===== src/rtl/fetch_unit.sv =====
// Fetch stage: holds the PC, sequences IDLE/RUN/HALT and owns the 64-entry branch-target LUT.
// Optional retired-instruction counter (InstrCnt port) is enabled by defining FETCH_ICNT_EN.
module fetch_unit #(
  parameter int PC_W  = 10,
  parameter int OFF_W = 8
) (
  input  logic             Clk,
  input  logic             Reset,
  input  logic             Start,
  input  logic [PC_W-1:0]  StartAddr,
  input  logic             Stall,
  input  logic             BranchEn,
  input  logic             Jump,
  input  logic [1:0]       LUTSel,
  input  logic [3:0]       TargSel,
  input  logic             Ack,
  input  logic             Taken,
  input  logic [OFF_W-1:0] RelOffset,
  input  logic             LutWrEn,
  input  logic [5:0]       LutWrAddr,
  input  logic [PC_W-1:0]  LutWrData,
  output logic [PC_W-1:0]  ProgCtr,
  output logic             Busy,
  output logic             Done
`ifdef FETCH_ICNT_EN
  ,
  output logic [15:0]      InstrCnt
`endif
);

  typedef enum logic [1:0] {
    IDLE = 2'd0,
    RUN  = 2'd1,
    HALT = 2'd2
  } state_e;

  state_e            state_q, state_d;
  logic [PC_W-1:0]   pc_q, pc_d;
  logic              busy_q, busy_d;
  logic              done_q, done_d;
  logic [PC_W-1:0]   lut_q [64];
  logic [PC_W-1:0]   lut_d [64];
  logic [PC_W-1:0]   lut_rd_s;
  logic [PC_W-1:0]   rel_ext_s;
  logic              start_acc_s;
  logic              run_adv_s;

  // Old LUT contents are read here, so a same-cycle write never affects a jump.
  assign lut_rd_s    = lut_q[{LUTSel, TargSel}];
  assign rel_ext_s   = {{(PC_W-OFF_W){RelOffset[OFF_W-1]}}, RelOffset};
  assign start_acc_s = Start && ((state_q == IDLE) || (state_q == HALT));
  assign run_adv_s   = (state_q == RUN) && !Stall;

  // LUT next-state: synchronous write, legal in any state.
  always_comb begin
    lut_d = lut_q;
    if (LutWrEn) begin
      lut_d[LutWrAddr] = LutWrData;
    end else begin
      lut_d = lut_q;
    end
  end

  // Next-state, next-PC and registered status outputs.
  always_comb begin
    state_d = state_q;
    pc_d    = pc_q;
    case (state_q)
      IDLE, HALT: begin
        if (Start) begin
          state_d = RUN;
          pc_d    = StartAddr;
        end else begin
          state_d = state_q;
        end
      end
      RUN: begin
        if (Stall) begin
          state_d = RUN;
        end else if (Ack) begin
          state_d = HALT;
        end else if (BranchEn && Taken && Jump) begin
          pc_d = lut_rd_s;
        end else if (BranchEn && Taken) begin
          pc_d = pc_q + rel_ext_s;
        end else begin
          pc_d = pc_q + {{(PC_W-1){1'b0}}, 1'b1};
        end
      end
      default: begin
        state_d = IDLE;
        pc_d    = pc_q;
      end
    endcase
    busy_d = (state_d == RUN);
    done_d = (state_d == HALT);
  end

  // State, PC, status and LUT registers.
  always_ff @(posedge Clk or negedge Reset) begin
    if (!Reset) begin
      state_q <= IDLE;
      pc_q    <= '0;
      busy_q  <= 1'b0;
      done_q  <= 1'b0;
      for (int i = 0; i < 64; i++) begin
        lut_q[i] <= '0;
      end
    end else begin
      state_q <= state_d;
      pc_q    <= pc_d;
      busy_q  <= busy_d;
      done_q  <= done_d;
      lut_q   <= lut_d;
    end
  end

  assign ProgCtr = pc_q;
  assign Busy    = busy_q;
  assign Done    = done_q;

`ifdef FETCH_ICNT_EN
  logic [15:0] cnt_q, cnt_d;

  // Retired count: the Ack cycle counts; saturates rather than wrapping.
  always_comb begin
    cnt_d = cnt_q;
    if (start_acc_s) begin
      cnt_d = 16'd0;
    end else if (run_adv_s && (cnt_q != 16'hFFFF)) begin
      cnt_d = cnt_q + 16'd1;
    end else begin
      cnt_d = cnt_q;
    end
  end

  // Counter register.
  always_ff @(posedge Clk or negedge Reset) begin
    if (!Reset) begin
      cnt_q <= 16'd0;
    end else begin
      cnt_q <= cnt_d;
    end
  end

  assign InstrCnt = cnt_q;
`else
  logic unused_s;
  assign unused_s = start_acc_s ^ run_adv_s;
`endif

endmodule


===== config.mk =====
export PLATFORM = sky130hd
export DESIGN_NAME = fetch_unit
export DESIGN_NICKNAME = d
export VERILOG_FILES = /design/src/rtl/fetch_unit.sv
export SDC_FILE = /design/constraint.sdc
export NUM_CORES = 1
export LEC_CHECK = 0
export BUFFER_PORTS_ARGS = -buffer_cell sky130_fd_sc_hd__clkbuf_2
export CORE_UTILIZATION = 48
export CTS_CLUSTER_DIAMETER = 120
export DETAILED_ROUTE_END_ITERATION = 10
export GPL_ROUTABILITY_DRIVEN = 0
export SLEW_MARGIN = 20
export SYNTH_ARGS = -nofsm -noshare
export SYNTH_HDL_FRONTEND = slang
export SYNTH_SLANG_ARGS = --single-unit

===== constraint.sdc =====
create_clock -name Clk -period 2.6 [get_ports Clk]
set_input_delay 0.39 -clock Clk [delete_from_list [all_inputs] [get_ports Clk]]
set_output_delay 0.39 -clock Clk [all_outputs]
set_load 0.005 [all_outputs]

==> metrics.txt, run 1 <==
# TYPE chip_impl_metric gauge
chip_impl_info{name="outcome",value="complete, no violations"} 1
chip_impl_info{name="cpMaxStageDelayCell",value="sky130_fd_sc_hd__fa_1"} 1
chip_impl_metric{name="period_share",unit="%"} 88.6
chip_impl_info{name="critical_path.startpoint_type",value="flop"} 1
chip_impl_metric{name="synth-seq-cells",unit=""} 654
chip_impl_metric{name="die_width",unit="um"} 254
chip_impl_metric{name="setup_viol",unit=""} 0
chip_impl_metric{name="die_area",unit="um^2"} 64300
chip_impl_metric{name="clk_pin_slew",unit="ns"} 0.06
chip_impl_metric{name="antenna_found_initial",unit=""} 4
chip_impl_metric{name="finalCoreUtilization",unit="%"} 56.4
chip_impl_metric{name="ir_drop",unit="V"} 0.000438
chip_impl_metric{name="vias",unit=""} 17955
chip_impl_metric{name="timing.hold.ws",unit="ns"} 0.106
chip_impl_metric{name="floorplan_core_area",unit="um^2"} 62200
chip_impl_info{name="most-common-layout-cells",value="654 x sky130_fd_sc_hd__dfrtp_1, 643 x sky130_fd_sc_hd__mux2_2, 182 x sky130_fd_sc_hd__mux4_2"} 1
chip_impl_metric{name="synth-warning-count",unit=""} 0
chip_impl_metric{name="tritoncts_num_sinks",unit=""} 654
chip_impl_metric{name="worst_margin_slew",unit="ns"} 0.771
chip_impl_metric{name="multiInputGateArea",unit="um^2"} 13300
chip_impl_metric{name="clock_latency",unit="ns"} 0.59
chip_impl_metric{name="initial_core_util",unit="%"} 48.9
chip_impl_metric{name="placed_area",unit="um^2"} 32700
chip_impl_info{name="ys.flop_type",value="sky130_fd_sc_hd__dfrtp_1"} 1
chip_impl_metric{name="cts_buf_count",unit=""} 72
chip_impl_metric{name="postSynthAreaPerCell",unit="um^2"} 15.6
chip_impl_metric{name="synthArstFlopShare",unit="%"} 100
chip_impl_metric{name="core.rowCount",unit=""} 91
chip_impl_info{name="cell_type_group_with_the_largest_total_delay_on_the_critical_path",value="compound AO/OA/AOI/OAI gates"} 1
chip_impl_metric{name="net-switching-power",unit="mW"} 6.80
chip_impl_metric{name="antenna_cells_inserted",unit=""} 0
chip_impl_metric{name="place_hpwl",unit="um"} 54100
chip_impl_info{name="whs_endpoint",value="Busy"} 1
chip_impl_metric{name="die_h",unit="um"} 254
chip_impl_metric{name="total_iterations_of_the_first_detailed_routing_run",unit=""} 5
chip_impl_metric{name="cts_max_path_buffers",unit=""} 3
chip_impl_metric{name="cp.required",unit="ns"} 3.08
chip_impl_metric{name="global_route_wire_length_before_repair",unit="um"} 124000
chip_impl_metric{name="area.sequential",unit="um^2"} 16400
chip_impl_metric{name="max-cap-violations",unit=""} 0
chip_impl_metric{name="slowest_delay",unit="ns"} 0.45
chip_impl_metric{name="p_leak",unit="nW"} 16.2
chip_impl_info{name="mostFrequentLayoutCell",value="sky130_fd_sc_hd__dfrtp_1"} 1
chip_impl_metric{name="hold-path-cell-count",unit=""} 3
chip_impl_metric{name="finClkSkew",unit="ns"} 0.0138
chip_impl_info{name="critical_path.cell_chain",value="ha_1 -> fa_1 -> a21oi_1 -> o21ai_0 -> a21boi_0 -> or4_1 -> nand3_1 -> o21a_1"} 1
chip_impl_metric{name="combPwrFrac",unit="%"} 16.1
chip_impl_metric{name="first_iter_violations",unit=""} 1450
chip_impl_metric{name="crit_arrival",unit="ns"} 2.79
chip_impl_metric{name="first_global_vias",unit=""} 19050
chip_impl_metric{name="worst_slew_margin_rel",unit="%"} 48.6
chip_impl_metric{name="post_route_cells_drive_above_1_share",unit="%"} 55.9
chip_impl_metric{name="synth_enable_flop_cells",unit=""} 0
chip_impl_metric{name="overflow",unit=""} 0
chip_impl_metric{name="detail_route.wirelength",unit="um"} 80800
chip_impl_metric{name="synth_fp_nets",unit=""} 2010
chip_impl_metric{name="post-route-drc-count",unit=""} 0
chip_impl_metric{name="top_level_ports",unit=""} 61
chip_impl_metric{name="crit_fanout",unit=""} 3
chip_impl_info{name="setup_repair_after_global_routing_missed_its_margin",value="no"} 1
chip_impl_info{name="min_path_type",value="in2reg"} 1
chip_impl_metric{name="place.port_buffers",unit=""} 60
chip_impl_metric{name="totalPowerFinal",unit="mW"} 26.7
chip_impl_metric{name="worstPathBufferInverterCount",unit=""} 0
chip_impl_metric{name="sequential_power_share",unit="%"} 46.4
chip_impl_metric{name="final_net_count",unit=""} 2177
chip_impl_info{name="timing.setup.critical_path_class",value="reg2reg"} 1
chip_impl_metric{name="fmaxAchievable",unit="GHz"} 0.434
chip_impl_metric{name="drt-wirelength-per-cell",unit="um"} 26.8
chip_impl_metric{name="areaGrowthSynthToFinish",unit="%"} 15.4
chip_impl_metric{name="fin_ws",unit="ns"} 0.297
chip_impl_metric{name="ys_seq_area_share",unit="%"} 53.9
chip_impl_metric{name="clock_power_share",unit="%"} 37.5
chip_impl_metric{name="gr-usage-all-layers",unit="%"} 26.3
chip_impl_info{name="worstReg2RegEnd",value="ProgCtr[8]"} 1
chip_impl_metric{name="drt-vias-per-instance",unit=""} 5.97
chip_impl_info{name="tritoncts",value="done"} 1
chip_impl_metric{name="cts_max_level",unit=""} 3
chip_impl_metric{name="swShare",unit="%"} 25.4
chip_impl_metric{name="final_area",unit="um^2"} 35100
chip_impl_metric{name="powerDensity",unit="nW/um^2"} 762
chip_impl_metric{name="internal-power",unit="mW"} 19.9
chip_impl_metric{name="cell_area_synth",unit="um^2"} 30400
chip_impl_info{name="worst_setup_path_end_kind",value="flop"} 1
chip_impl_metric{name="reg2regPathDepth",unit=""} 8
chip_impl_metric{name="maximum_number_of_pins_on_one_net_before_global_route_repair",unit=""} 115
chip_impl_metric{name="finalCriticalPeriod",unit="ns"} 2.30
chip_impl_metric{name="r2r_setup_slack",unit="ns"} 0.30
chip_impl_info{name="clockRootBuffer",value="sky130_fd_sc_hd__clkbuf_16"} 1
chip_impl_metric{name="yosys.cell_types.count",unit=""} 60
chip_impl_metric{name="detail-route-antenna-nets",unit=""} 0
chip_impl_info{name="min_from",value="Start"} 1
chip_impl_metric{name="timing.final.max_slew_violations",unit=""} 0
chip_impl_metric{name="dp_worst_setup_slack",unit="ns"} -0.0927
chip_impl_metric{name="synth_cells",unit=""} 1951
chip_impl_metric{name="cts_resized",unit=""} 0
chip_impl_info{name="worstReg2RegStart",value="ProgCtr[0]"} 1
chip_impl_metric{name="number_of_failing_hold_endpoints_at_the_final_stage",unit=""} 0
chip_impl_metric{name="n_fill_cell",unit=""} 5014
worst register-to-register path, stage by stage (launching register included):
cell,delay [ns]
sky130_fd_sc_hd__dfrtp_1,0.42
sky130_fd_sc_hd__ha_1,0.26
sky130_fd_sc_hd__fa_1,0.45
sky130_fd_sc_hd__a21oi_1,0.20
sky130_fd_sc_hd__o21ai_0,0.14
sky130_fd_sc_hd__a21boi_0,0.32
sky130_fd_sc_hd__or4_1,0.16
sky130_fd_sc_hd__nand3_1,0.06
sky130_fd_sc_hd__o21a_1,0.19
Yosys cell counts, types with 15 or more instances:
master	number	area (um^2)
sky130_fd_sc_hd__a21oi_1	15	75.1
sky130_fd_sc_hd__mux2i_1	15	150
sky130_fd_sc_hd__mux4_2	182	4100
sky130_fd_sc_hd__nand3_1	17	85.1
sky130_fd_sc_hd__o21ai_0	15	75.1
sky130_fd_sc_hd__nor2_1	33	124
sky130_fd_sc_hd__nand2_1	51	191
sky130_fd_sc_hd__dfrtp_1	654	16400
sky130_fd_sc_hd__nor2_2	33	206
sky130_fd_sc_hd__clkbuf_1	99	372
sky130_fd_sc_hd__mux2_2	643	7240
sky130_fd_sc_hd__buf_1	18	67.6
registers in the layout, indices dropped and copies added, names as in the netlist:
| name | count |
|---|---|
| lut_q | 640 |
| ProgCtr | 10 |
| state_q | 2 |
| Busy | 1 |
| Done | 1 |
power groups by stage:
| stage | combinational, mW | sequential (mW) | clock [mW] |
|---|---|---|---|
| 2_1_floorplan | 2.99 | 12.2 | 0 |
| 4_1_cts | 4.34 | 12.4 | 10.2 |
| 3_3_place_gp | 4.22 | 12.5 | 0 |
| 5_1_grt | 4.65 | 12.6 | 10.6 |
| 6_report | 4.32 | 12.4 | 10.0 |
| 3_5_place_dp | 4.32 | 12.6 | 0 |
per-stage QoR:
stage	cells	setup TNS, ns
2_1_floorplan	1951	0
5_1_grt	3009	0
6_report	3009	0
4_1_cts	3009	0
3_5_place_dp	2880	-0.297
3_3_place_gp	2880	-0.178
what timing repair did:
action / CTS / global route
setup buffers: 0 / 0
hold buffers: 1 / 0
hold endpoints to repair: 72 / 0
logic make-up (layout without fill, tap and decap cells):
kind of cell	count (synthesis)	in the layout	share of synthesized area, %
muxes	840	840	37.8
and+or+nand+nor	196	196	3.30
xor gates and xnor gates	4	4	0.115
adders and majority gates	10	10	0.437
AOI/OAI and AO/OA	96	96	2.20
DFF	654	654	53.9
buffers and inverters	151	372	2.24
worst max path at each step:
stage,from,cells after the start,slack (ns),endpoint
global route,ProgCtr[0],8,0.15,ProgCtr[8]
detailed placement,TargSel[0],7,-0.09,ProgCtr[6]
CTS,ProgCtr[0],8,0.34,ProgCtr[8]
floorplan,BranchEn,11,0.07,ProgCtr[8]
finish,ProgCtr[0],8,0.30,ProgCtr[8]
global placement,TargSel[0],7,-0.08,ProgCtr[6]
area by class of cell:
| type | instances | share of cell area, % |
|---|---|---|
| repair buffers | 238 | 5.64 |
| well taps | 837 | 2.99 |
| clock buffers | 105 | 6.01 |
| inverters | 6 | 0.0642 |
| flip-flops and latches | 654 | 46.7 |
| clock inverters | 23 | 0.617 |
| multi-input cells | 1146 | 38.0 |
metal layers:
metal  global-route usage [%]  vias to the layer above  routed length (um)
li1                         -                     7646                   -
met2                     42.8                      425               39200
met4                     6.82                        6                1570
met5                        0                        -                  32
met1                     37.1                     9776               35800
met3                     3.85                      102                4140
No activity file was read; power rests on OpenSTA's default activity.
==> inputs of run 2 (changes only) <==
- clock period: 2.6 -> 2.45 ns (I/O delays scaled with it)
==> metrics.txt, run 2 (synthesized netlist as in run 1, its figures left out) <==
# TYPE chip_impl_metric gauge
chip_impl_info{name="outcome",value="complete, no violations"} 1
chip_impl_info{name="clockRootBuffer",value="sky130_fd_sc_hd__clkbuf_16"} 1
chip_impl_metric{name="die_h",unit="um"} 254
chip_impl_metric{name="vias",unit=""} 17747
chip_impl_metric{name="cts_max_level",unit=""} 3
chip_impl_metric{name="slowest_delay",unit="ns"} 0.42
chip_impl_metric{name="crit_arrival",unit="ns"} 2.69
chip_impl_metric{name="crit_fanout",unit=""} 3
chip_impl_metric{name="multiInputGateArea",unit="um^2"} 13300
chip_impl_info{name="max_flop_register",value="lut_q"} 1
chip_impl_metric{name="detail-route-antenna-nets",unit=""} 0
chip_impl_metric{name="first_iter_violations",unit=""} 1296
chip_impl_metric{name="first_global_vias",unit=""} 18969
chip_impl_metric{name="area.sequential",unit="um^2"} 16400
chip_impl_metric{name="worst_slew_margin_rel",unit="%"} 47.7
chip_impl_metric{name="cts_buf_count",unit=""} 72
chip_impl_metric{name="maximum_number_of_pins_on_one_net_before_global_route_repair",unit=""} 106
chip_impl_info{name="worst_setup_path_end_kind",value="flop"} 1
chip_impl_metric{name="floorplan_core_area",unit="um^2"} 62200
chip_impl_metric{name="number_of_failing_hold_endpoints_at_the_final_stage",unit=""} 0
chip_impl_metric{name="cts_hold_buf",unit=""} 1
chip_impl_info{name="tritoncts",value="done"} 1
chip_impl_metric{name="global_route_wire_length_before_repair",unit="um"} 123000
chip_impl_metric{name="drt-vias-per-instance",unit=""} 5.92
chip_impl_metric{name="p_leak",unit="nW"} 16.2
chip_impl_metric{name="post_cts.repair.setup_buffers",unit=""} 0
chip_impl_info{name="mostFrequentLayoutCell",value="sky130_fd_sc_hd__dfrtp_1"} 1
chip_impl_metric{name="core.rowCount",unit=""} 91
chip_impl_metric{name="post-route-drc-count",unit=""} 0
chip_impl_info{name="min_path_type",value="in2reg"} 1
chip_impl_info{name="timing.setup.critical_path_class",value="reg2reg"} 1
chip_impl_metric{name="timing.hold.ws",unit="ns"} 0.0958
chip_impl_info{name="cpMaxStageDelayCell",value="sky130_fd_sc_hd__fa_1"} 1
chip_impl_metric{name="tritoncts_num_sinks",unit=""} 654
chip_impl_metric{name="fmaxAchievable",unit="GHz"} 0.455
chip_impl_metric{name="post_route_cells_drive_above_1_share",unit="%"} 55.9
chip_impl_metric{name="drt-wirelength-per-cell",unit="um"} 26.8
chip_impl_metric{name="cts_resized",unit=""} 0
chip_impl_metric{name="period_share",unit="%"} 89.6
chip_impl_metric{name="overflow",unit=""} 0
chip_impl_metric{name="clk_pin_slew",unit="ns"} 0.06
chip_impl_metric{name="place.port_buffers",unit=""} 60
chip_impl_metric{name="die_width",unit="um"} 254
chip_impl_metric{name="antenna_cells_inserted",unit=""} 0
chip_impl_info{name="most-common-layout-cells",value="654 x sky130_fd_sc_hd__dfrtp_1, 643 x sky130_fd_sc_hd__mux2_2, 182 x sky130_fd_sc_hd__mux4_2"} 1
chip_impl_metric{name="final_net_count",unit=""} 2168
chip_impl_metric{name="detail_route.wirelength",unit="um"} 80400
chip_impl_metric{name="total_iterations_of_the_first_detailed_routing_run",unit=""} 5
chip_impl_metric{name="antenna_found_initial",unit=""} 3
chip_impl_metric{name="die_area",unit="um^2"} 64300
chip_impl_metric{name="dp_worst_setup_slack",unit="ns"} -0.202
chip_impl_metric{name="clock_latency",unit="ns"} 0.60
chip_impl_metric{name="ir_drop",unit="V"} 0.000599
chip_impl_metric{name="timing.final.max_slew_violations",unit=""} 0
chip_impl_metric{name="areaGrowthSynthToFinish",unit="%"} 15.6
chip_impl_metric{name="top_level_ports",unit=""} 61
chip_impl_metric{name="max-cap-violations",unit=""} 0
chip_impl_metric{name="finClkSkew",unit="ns"} 0.0199
chip_impl_metric{name="cp.required",unit="ns"} 2.94
chip_impl_info{name="critical_path.startpoint_type",value="flop"} 1
chip_impl_metric{name="worst_margin_slew",unit="ns"} 0.784
chip_impl_metric{name="cts_max_path_buffers",unit=""} 3
chip_impl_metric{name="gr-usage-all-layers",unit="%"} 26.2
chip_impl_metric{name="n_fill_cell",unit=""} 4992
chip_impl_metric{name="powerDensity",unit="nW/um^2"} 816
chip_impl_info{name="critical_path.cell_chain",value="ha_1 -> fa_1 -> a21oi_1 -> o21ai_0 -> a21boi_0 -> or4_1 -> nand3_1 -> o21a_1"} 1
chip_impl_info{name="setup_repair_after_global_routing_missed_its_margin",value="no"} 1
chip_impl_metric{name="place_hpwl",unit="um"} 53000
chip_impl_metric{name="finalCriticalPeriod",unit="ns"} 2.20
chip_impl_metric{name="largest_reg_flops",unit=""} 640
chip_impl_metric{name="fin_ws",unit="ns"} 0.254
chip_impl_metric{name="initial_core_util",unit="%"} 48.9
chip_impl_metric{name="setup_viol",unit=""} 0
## run 2: cell count changes in the layout (fill, tap and decap cells not counted), sizes merged
| cell | before | now |
|---|---|---|
| bufinv | 3 | 4 |
| clkinv | 15 | 16 |
| inv | 8 | 9 |
| buf | 181 | 172 |
| clkbuf | 161 | 158 |
## run 2: path summary, 6_finish.rpt
path | from | to | slack (ns) | cells after the start
worst max-delay path | ProgCtr[0] | ProgCtr[8] | 0.25 | 8
worst min-delay path | Start | Busy | 0.1 | 3
worst max register to register | ProgCtr[0] | ProgCtr[8] | 0.25 | 8
worst min register to register | lut_q[539] | lut_q[539] | 0.50 | 1
max in group asynchronous | Reset | lut_q[352] | 1.12 | 3
min in group asynchronous | Reset | lut_q[283] | 0.30 | 2
## run 2: cell type report
class                   count  share of cell area (%)
clock buffers             102                    6.10
clock inverters            26                   0.709
inverters                   6                  0.0641
multi-input cells        1146                    38.0
flip-flops and latches    654                    46.6
well taps                 837                    2.98
repair buffers            229                    5.58
## run 2: worst max-delay path: cells and delay by family, from the launching register on
family | cells | cell delay (ns)
fa+ha+maj | 2 | 0.66
flops | 1 | 0.40
compound gates | 4 | 0.80
simple gates | 2 | 0.22
## run 2: stage by stage
| stage | utilization, % | power (mW) | std cells | TNS [ns] | instance area [um^2] |
|---|---|---|---|---|---|
| 4_1_cts | 56.5 | 28.9 | 3000 | 0 | 35100 |
| 3_5_place_dp | 52.6 | 17.9 | 2871 | -0.960 | 32700 |
| 6_report | 56.5 | 28.6 | 3000 | 0 | 35100 |
| 5_1_grt | 56.5 | 29.8 | 3000 | 0 | 35100 |
| 2_1_floorplan | - | 16.2 | 1951 | 0 | 30400 |
| 3_3_place_gp | 52.6 | 17.7 | 2871 | -0.921 | 32700 |
## run 2: layer usage
layer  global-route usage, %  part of all wire, %
met3                    5.84                  5.7
met2                    42.4                   48
met4                    7.97                  2.8
met1                    35.4                   43
met5                       0                0.021
## run 2: where the power goes
group          total [mW]  switching, mW  internal (mW)
registers            13.2          0.839           12.3
logic                4.55           2.03           2.52
clock network        10.9           4.42           6.51
total                28.6           7.29           21.3
==> inputs of run 3 (changes only) <==
- PLACE_DENSITY_LB_ADDON: unset -> 0.3
==> metrics.txt, run 3 (synthesized netlist as in run 1, its figures left out) <==
# TYPE chip_impl_metric gauge
chip_impl_info{name="outcome",value="complete, no violations"} 1
chip_impl_metric{name="tritoncts_num_sinks",unit=""} 654
chip_impl_metric{name="overflow",unit=""} 0
chip_impl_metric{name="finalCriticalPeriod",unit="ns"} 2.22
chip_impl_metric{name="drt-wirelength-per-cell",unit="um"} 26.8
chip_impl_metric{name="crit_arrival",unit="ns"} 2.70
chip_impl_metric{name="core.rowCount",unit=""} 91
chip_impl_info{name="setup_repair_after_global_routing_missed_its_margin",value="no"} 1
chip_impl_info{name="cpMaxStageDelayCell",value="sky130_fd_sc_hd__dfrtp_1"} 1
chip_impl_metric{name="global_route_wire_length_before_repair",unit="um"} 124000
chip_impl_info{name="mostFrequentLayoutCell",value="sky130_fd_sc_hd__dfrtp_1"} 1
chip_impl_metric{name="fmaxAchievable",unit="GHz"} 0.450
chip_impl_metric{name="p_leak",unit="nW"} 16.2
chip_impl_metric{name="cts_resized",unit=""} 0
chip_impl_metric{name="detail-route-antenna-nets",unit=""} 0
chip_impl_metric{name="cts_buf_count",unit=""} 68
chip_impl_metric{name="final_area",unit="um^2"} 35200
chip_impl_metric{name="first_iter_violations",unit=""} 1518
chip_impl_metric{name="worst_margin_slew",unit="ns"} 0.789
chip_impl_metric{name="ir_drop",unit="V"} 0.000421
chip_impl_metric{name="totalPowerFinal",unit="mW"} 28.6
chip_impl_metric{name="cp.required",unit="ns"} 2.93
chip_impl_info{name="critical_path.startpoint_type",value="flop"} 1
chip_impl_metric{name="final_cells",unit=""} 3014
chip_impl_metric{name="gr-usage-all-layers",unit="%"} 26.2
chip_impl_metric{name="floorplan_core_area",unit="um^2"} 62200
chip_impl_info{name="tritoncts",value="done"} 1
chip_impl_metric{name="drt-vias-per-instance",unit=""} 6.07
chip_impl_metric{name="finClkSkew",unit="ns"} 0.0274
chip_impl_metric{name="cts_max_path_buffers",unit=""} 3
chip_impl_metric{name="areaGrowthSynthToFinish",unit="%"} 15.8
chip_impl_info{name="most_repeated_library_cell_on_the_critical_path",value="sky130_fd_sc_hd__a21oi_1"} 1
chip_impl_metric{name="maximum_number_of_pins_on_one_net_before_global_route_repair",unit=""} 118
chip_impl_metric{name="timing.final.max_slew_violations",unit=""} 0
chip_impl_metric{name="first_global_vias",unit=""} 19324
chip_impl_metric{name="finalCoreUtilization",unit="%"} 56.6
chip_impl_info{name="min_path_type",value="in2reg"} 1
chip_impl_info{name="critical_path.cell_chain",value="ha_1 -> fa_1 -> a21oi_1 -> o21ai_0 -> a21oi_1 -> xnor2_1 -> a31oi_1 -> o211ai_1"} 1
chip_impl_info{name="cell_type_group_with_the_largest_total_delay_on_the_critical_path",value="compound AO/OA/AOI/OAI gates"} 1
chip_impl_metric{name="worstPathBufferInverterCount",unit=""} 0
chip_impl_metric{name="placed_area",unit="um^2"} 32800
chip_impl_info{name="timing.setup.critical_path_class",value="reg2reg"} 1
chip_impl_metric{name="number_of_failing_hold_endpoints_at_the_final_stage",unit=""} 0
chip_impl_info{name="clockRootBuffer",value="sky130_fd_sc_hd__clkbuf_16"} 1
chip_impl_metric{name="antenna_found_initial",unit=""} 5
chip_impl_metric{name="n_fill_cell",unit=""} 4888
chip_impl_metric{name="slowest_delay",unit="ns"} 0.43
chip_impl_metric{name="vias",unit=""} 18294
chip_impl_metric{name="post_route_cells_drive_above_1_share",unit="%"} 56.3
chip_impl_metric{name="clk_pin_slew",unit="ns"} 0.06
chip_impl_metric{name="fin_ws",unit="ns"} 0.228
chip_impl_metric{name="powerDensity",unit="nW/um^2"} 815
chip_impl_metric{name="initial_core_util",unit="%"} 48.9
chip_impl_metric{name="clock_latency",unit="ns"} 0.60
chip_impl_info{name="most-common-layout-cells",value="654 x sky130_fd_sc_hd__dfrtp_1, 643 x sky130_fd_sc_hd__mux2_2, 182 x sky130_fd_sc_hd__mux4_2"} 1
chip_impl_metric{name="die_h",unit="um"} 254
chip_impl_metric{name="place.port_buffers",unit=""} 60
chip_impl_metric{name="period_share",unit="%"} 90.7
chip_impl_metric{name="crit_fanout",unit=""} 2
chip_impl_metric{name="post-route-drc-count",unit=""} 0
chip_impl_metric{name="die_area",unit="um^2"} 64300
chip_impl_metric{name="worst_slew_margin_rel",unit="%"} 47.4
chip_impl_metric{name="dp_worst_setup_slack",unit="ns"} -0.216
chip_impl_metric{name="post_cts.repair.setup_buffers",unit=""} 0
chip_impl_metric{name="place_hpwl",unit="um"} 54300
chip_impl_metric{name="die_width",unit="um"} 254
chip_impl_info{name="max_flop_register",value="lut_q"} 1
chip_impl_metric{name="total_iterations_of_the_first_detailed_routing_run",unit=""} 5
chip_impl_metric{name="max-cap-violations",unit=""} 0
chip_impl_metric{name="cts_hold_buf",unit=""} 1
chip_impl_metric{name="top_level_ports",unit=""} 61
chip_impl_metric{name="largest_reg_flops",unit=""} 640
chip_impl_metric{name="final_net_count",unit=""} 2184
chip_impl_metric{name="detail_route.wirelength",unit="um"} 80800
chip_impl_metric{name="cts_max_level",unit=""} 3
chip_impl_metric{name="setup_viol",unit=""} 0
chip_impl_metric{name="placed_cells",unit=""} 2891
chip_impl_info{name="worst_setup_path_end_kind",value="flop"} 1
run 3: cell count changes in the layout (fill, tap and decap cells not counted):
cell,previous run,this run
sky130_fd_sc_hd__clkbuf_1,13,12
sky130_fd_sc_hd__clkinvlp_4,3,1
sky130_fd_sc_hd__buf_4,141,164
sky130_fd_sc_hd__bufinv_16,4,6
sky130_fd_sc_hd__clkbuf_8,12,18
sky130_fd_sc_hd__buf_12,29,26
sky130_fd_sc_hd__clkbuf_16,77,71
sky130_fd_sc_hd__diode_2,0,1
sky130_fd_sc_hd__inv_6,3,1
sky130_fd_sc_hd__clkinv_2,16,12
run 3: worst reg2reg max path, cell delays in order (launching register included):
cell and delay [ns]:
sky130_fd_sc_hd__dfrtp_1 0.43, sky130_fd_sc_hd__ha_1 0.26, sky130_fd_sc_hd__fa_1 0.41, sky130_fd_sc_hd__a21oi_1 0.19, sky130_fd_sc_hd__o21ai_0 0.11, sky130_fd_sc_hd__a21oi_1 0.19
sky130_fd_sc_hd__xnor2_1 0.09, sky130_fd_sc_hd__a31oi_1 0.30, sky130_fd_sc_hd__o211ai_1 0.12
run 3: per-layer routing:
metal	global-route usage (%)	vias up	routed length [um]
li1	-	7652	-
met1	38.7	9966	36600
met2	38.8	550	36600
met3	5.40	118	5570
met4	8.10	8	2010
met5	0	-	46
run 3: cell type report:
| cell class | count | area (um^2) | share of cell area, % |
|---|---|---|---|
| antenna | 1 | 2.50 | 0.00712 |
| clock buffer | 101 | 2070 | 5.89 |
| clock inverter | 20 | 256 | 0.729 |
| inverter | 6 | 22.5 | 0.0640 |
| multi-input combinational | 1146 | 13300 | 37.9 |
| sequential | 654 | 16400 | 46.5 |
| tap | 837 | 1050 | 2.98 |
| timing repair buffer | 249 | 2070 | 5.89 |
run 3: path summary, 6_finish.rpt:
path | slack, ns | start | to | depth (start not counted)
max in group asynchronous | 1.16 | Reset | lut_q[390] | 3
max | 0.23 | ProgCtr[0] | ProgCtr[6] | 8
min | 0.08 | Start | Busy | 3
min in group asynchronous | 0.29 | Reset | lut_q[302] | 2
max reg2reg | 0.23 | ProgCtr[0] | ProgCtr[6] | 8
min reg2reg | 0.50 | lut_q[412] | lut_q[412] | 1
run 3: metrics by stage:
stage,hold WS (ns),setup TNS (ns)
after floorplan,0.0719,0
after global placement,0.306,-1.01
after detailed placement,0.310,-1.30
after CTS,0.0520,0
after global routing,0.101,0
final,0.0819,0
run 3: report_power, final:
group          switching (mW)  internal (mW)
Sequential              0.877           12.3
Combinational            2.16           2.56
Clock                    4.27           6.47
Total                    7.30           21.3
